File: src/rtl/btn_conditioner.sv
// btn_conditioner: per-channel push-button conditioning.
//   Raw pins -> 2-flop synchronizer -> polarity normalization -> debounce
//   counter -> registered level plus one-cycle rise/fall pulses.
//   A level change is accepted only after DB_TICKS consecutive cycles in which
//   the synchronized pin disagrees with the accepted level; any agreeing cycle
//   restarts the window.
// Optional feature macro: BTN_TOGGLE_EN adds the btn_toggle output, a
//   per-channel bit that flips one cycle after each accepted press.
module btn_conditioner #(
  parameter int F_CLK_HZ    = 25_000_000,
  parameter int DEBOUNCE_MS = 20,
  parameter int N_BTN       = 6,
  parameter int ACTIVE_LOW  = 1
) (
  input  logic             clk,
  input  logic             rst_n,
  input  logic [N_BTN-1:0] btn_raw,
  output logic [N_BTN-1:0] btn_level,
  output logic [N_BTN-1:0] btn_rise,
  output logic [N_BTN-1:0] btn_fall
`ifdef BTN_TOGGLE_EN
  ,
  output logic [N_BTN-1:0] btn_toggle
`endif
);

  // A zero-length window would never accept anything, so clamp to one tick.
  localparam int DB_RAW   = (F_CLK_HZ / 1000) * DEBOUNCE_MS;
  localparam int DB_TICKS = (DB_RAW < 1) ? 1 : DB_RAW;
  localparam int CNT_W    = $clog2(DB_TICKS + 1);
  localparam logic [CNT_W-1:0] CNT_LAST = CNT_W'(DB_TICKS - 1);

  // Pins idle at their released level out of reset so no edge is seen at release.
  localparam logic [N_BTN-1:0] IDLE_RAW = (ACTIVE_LOW != 0) ? {N_BTN{1'b1}} : {N_BTN{1'b0}};

  logic [N_BTN-1:0] sync_p0;
  logic [N_BTN-1:0] sync_p1;
  logic [N_BTN-1:0] sync_n;
  logic [N_BTN-1:0] accept;
  logic [CNT_W-1:0] cnt     [N_BTN];
  logic [CNT_W-1:0] cnt_nxt [N_BTN];

  // Stage p0/p1: two-flop synchronizer on the asynchronous pins.
  always_ff @(posedge clk or negedge rst_n) begin
    if (!rst_n) begin
      sync_p0 <= IDLE_RAW;
      sync_p1 <= IDLE_RAW;
    end else begin
      sync_p0 <= btn_raw;
      sync_p1 <= sync_p0;
    end
  end

  // Normalize so that 1 always means pressed from here on.
  assign sync_n = (ACTIVE_LOW != 0) ? ~sync_p1 : sync_p1;

  // Debounce decision: count disagreeing cycles, accept on the last one.
  always_comb begin
    accept = '0;
    for (int i = 0; i < N_BTN; i++) begin
      cnt_nxt[i] = '0;
      if (sync_n[i] != btn_level[i]) begin
        if (cnt[i] == CNT_LAST) begin
          accept[i] = 1'b1;
        end else begin
          cnt_nxt[i] = cnt[i] + 1'b1;
        end
      end
    end
  end

  // Debounce window counters, one per channel.
  always_ff @(posedge clk or negedge rst_n) begin
    if (!rst_n) begin
      for (int i = 0; i < N_BTN; i++) begin
        cnt[i] <= '0;
      end
    end else begin
      for (int i = 0; i < N_BTN; i++) begin
        cnt[i] <= cnt_nxt[i];
      end
    end
  end

  // Stage p2: accepted level and its edge pulses, all registered together.
  always_ff @(posedge clk or negedge rst_n) begin
    if (!rst_n) begin
      btn_level <= '0;
      btn_rise  <= '0;
      btn_fall  <= '0;
    end else begin
      btn_level <= btn_level ^ accept;
      btn_rise  <= accept & sync_n;
      btn_fall  <= accept & ~sync_n;
    end
  end

`ifdef BTN_TOGGLE_EN
  // Toggle state flips on each press pulse; releases are ignored.
  always_ff @(posedge clk or negedge rst_n) begin
    if (!rst_n) begin
      btn_toggle <= '0;
    end else begin
      btn_toggle <= btn_toggle ^ btn_rise;
    end
  end
`endif

endmodule
File: config.mk
export PLATFORM = sky130hd
export DESIGN_NAME = btn_conditioner
export DESIGN_NICKNAME = d
export VERILOG_FILES = /design/src/rtl/btn_conditioner.sv
export SDC_FILE = /design/constraint.sdc
export NUM_CORES = 1
export LEC_CHECK = 0
export CORE_MARGIN = 2
export CORE_UTILIZATION = 30
export DETAILED_ROUTE_END_ITERATION = 6
export DONT_BUFFER_PORTS = 1
export PLACE_DENSITY = 0.53
export SYNTH_ARGS = -nofsm -noshare
export SYNTH_HDL_FRONTEND = slang
export SYNTH_SLANG_ARGS = --single-unit
File: constraint.sdc
create_clock -name clk -period 2.45 [get_ports clk]
set_input_delay 0.3675 -clock clk [delete_from_list [all_inputs] [get_ports clk]]
set_output_delay 0.3675 -clock clk [all_outputs]
set_load 0.005 [all_outputs]
==> run metrics <==
R2R cell count=4; top cells by count, synth=dfrtp_1, nor2_1, xnor2_1, nand3_1, nand2_1; Setup Buffers After CTS=0; Synth Register Bits=144; Final Skew=0.008035 ns; die width=153.1 um; die area=23,430 um2; via/cell ratio=4.821; Critical Path AT=2.35 ns; final-report hold violation count=144; Syn-to-layout area delta=15.82%; FFs w/ async S/R, synth=1.000; worst skew pair latency=0.42 ns; initial antenna violation count=0; CTS Hold Bufs=6; RSZ-0062 raised after global routing=no; post-layout minimum cycle time=2.004 ns; chip height=153.1 um; cts bufs inserted=17; Nets=688; DRT Pass-1 Iters=4; Leakage=0.002990 uW; top cell type's share of synthesized area=0.4956; TritonCTS clock tree=built; top-count cell post-synth=dfrtp_1; worst hold slack=-0.3553 ns; Post-Syn Area per Cell=10.22 um2; number of remaining DRC errors=0; Post-DP HPWL=7.925 mm; Yosys top cell by area=dfrtp_1; slew margin rel.=0.5498; final worst slack=0.4462 ns; Syn Inst Count=652; pre-CTS setup slack=0.4603 ns; Post-Syn Area=6665 um2; Post-CTS Resized=0; initial core utilization=0.3054; Top FF cell, synth=dfrtp_1; IO buf count=0; final wirelength=12.31 mm; Critical Path End Type=flip-flop; register area share after synthesis=0.5429; first-iteration detailed-routing DRC count=219; H-tree Lvls=4; detailed-route wire length per cell=12.73 um; core footprint=21,820 um2; VDD IR-drop max=0.4660 mV; first-pass GRT wire length=22.03 mm; CTS Sinks=144; fin cells=967; fin crit share=0.8179; failing checks=negative hold slack; Clock Pin Slew Worst Setup and Hold Paths=0.06 ns; Req. time, crit path=2.79 ns; Hold Crit Class=in2async; Worst setup SP type=flip-flop; ranking of synthesized cells by area=dfrtp_1, xnor2_1, nor2_1, dfstp_2, xor2_1; status=complete, but fails checks; grt ovf=0; max-slew violation count=0; Setup TNS=0 ns; n_diodes=0; Synth Net Count=666; post-synth cell types=36; Syn. warnings=0; pin count of the biggest net entering global routing=145; layout cells sized above 1=0.1077; Final ANT Viol Nets=0; total track usage=0.1141; Max clock buf depth=2; final setup vio count=0; Post-synth EDFFs=0; number of global-route vias before repair=4,608; IO Pins=26; row count=54; Inst Count DP=929; CP max FO=7; WS Path Type=reg2reg; PwrDens=684.3 nW/um2; via count=4,662; placer congestion estimate=0.7481; maxcap violations=0; fmax=499.1 MHz; worst slew pin tran=0.6659 ns; Clk Tree Root Cell=clkbuf_16
path summary, 6_finish.rpt:
| check | from | end | slack [ns] |
|---|---|---|---|
| max in group asynchronous | rst_n | sync_p1[1]$_DFF_PN1_ | 2.51 |
| min in group clk | sync_p0[2]$_DFF_PN1_ | sync_p1[2]$_DFF_PN1_ | 0.36 |
| hold / removal | rst_n | cnt[68]$_DFF_PN0_ | -0.36 |
| hold reg to reg | sync_p0[2]$_DFF_PN1_ | sync_p1[2]$_DFF_PN1_ | 0.36 |
| setup reg to reg | cnt[59]$_DFF_PN0_ | cnt[74]$_DFF_PN0_ | 0.45 |
| setup / recovery | cnt[59]$_DFF_PN0_ | cnt[74]$_DFF_PN0_ | 0.45 |
worst max-delay path, stage by stage, from the launching register on:
cell     delay, ns
dfrtp_1       0.45
nand3_2       0.13
or4_1         0.68
or4_1         0.51
a21oi_1       0.16
state kept, by name, summed over array words and instances, names as in the netlist, named ones only:
| register | count |
|---|---|
| btn_fall | 6 |
| btn_rise | 6 |
| cnt | 114 |
| sync_p0 | 6 |
| sync_p1 | 6 |
logic make-up after synthesis:
kind of cell	after synthesis	share of synthesized area
adder cells (fa/ha/maj)	6	0.01126
buffers and inverters	38	0.02328
XOR/XNOR	79	0.1038
multiplexers	4	0.006007
AO/OA/AOI/OAI	68	0.06270
flip-flops	144	0.5429
AND/OR/NAND/NOR	313	0.2501
where the power goes:
group | internal, uW | switching [uW]
combinational | 47.1 | 59.6
clock | 1690 | 1030
sequential | 2420 | 34.8
total | 4150 | 1130
cells in the final DEF (no fill, tap or decap), types with 9 or more instances in the layout:
cell type / count
dfstp_2: 12
or3_1: 18
nand4_1: 30
a21oi_1: 29
or4_1: 15
nand3_1: 39
nor2_1: 91
o21ai_0: 18
inv_1: 23
nor4_1: 21
buf_4: 12
nor3_1: 12
o31ai_1: 13
and4_1: 9
nand2_1: 37
xor2_1: 27
clkbuf_16: 17
dfrtp_1: 132
and3_1: 9
xnor2_1: 52
layout make-up:
| cell class | count | area (um2) |
|---|---|---|
| fillers | 2187 | 14100 |
| flip-flops and latches | 144 | 3618 |
| multi-input cells | 470 | 2892 |
| clock buffers | 20 | 466.7 |
| well taps | 280 | 350.3 |
| clock inverters | 12 | 156.4 |
| repair buffers | 18 | 150.1 |
| inverters | 23 | 86.33 |
through the flow:
| stage | power, uW | hold WS [ns] | instance area, um2 | util |
|---|---|---|---|---|
| final | 5283 | -0.3553 | 7720 | 0.3537 |
| after global placement | 2599 | 0.08101 | 7037 | 0.3224 |
| after floorplan | 2562 | 0.07191 | 6665 | - |
| after detailed placement | 2600 | 0.07727 | 7037 | 0.3224 |
| after global routing | 5491 | -0.3923 | 7720 | 0.3537 |
| after CTS | 5369 | -0.3857 | 7720 | 0.3537 |
routing by layer:
metal  vias up  global-route usage  share of wire
li1       2352                   -              -
met1      2253              0.1537           0.51
met2        47              0.1726           0.45
met3        10             0.03743          0.031
met4         0             0.03968          0.011
met5         -                   0              0
(Power assumes the default switching activity.)
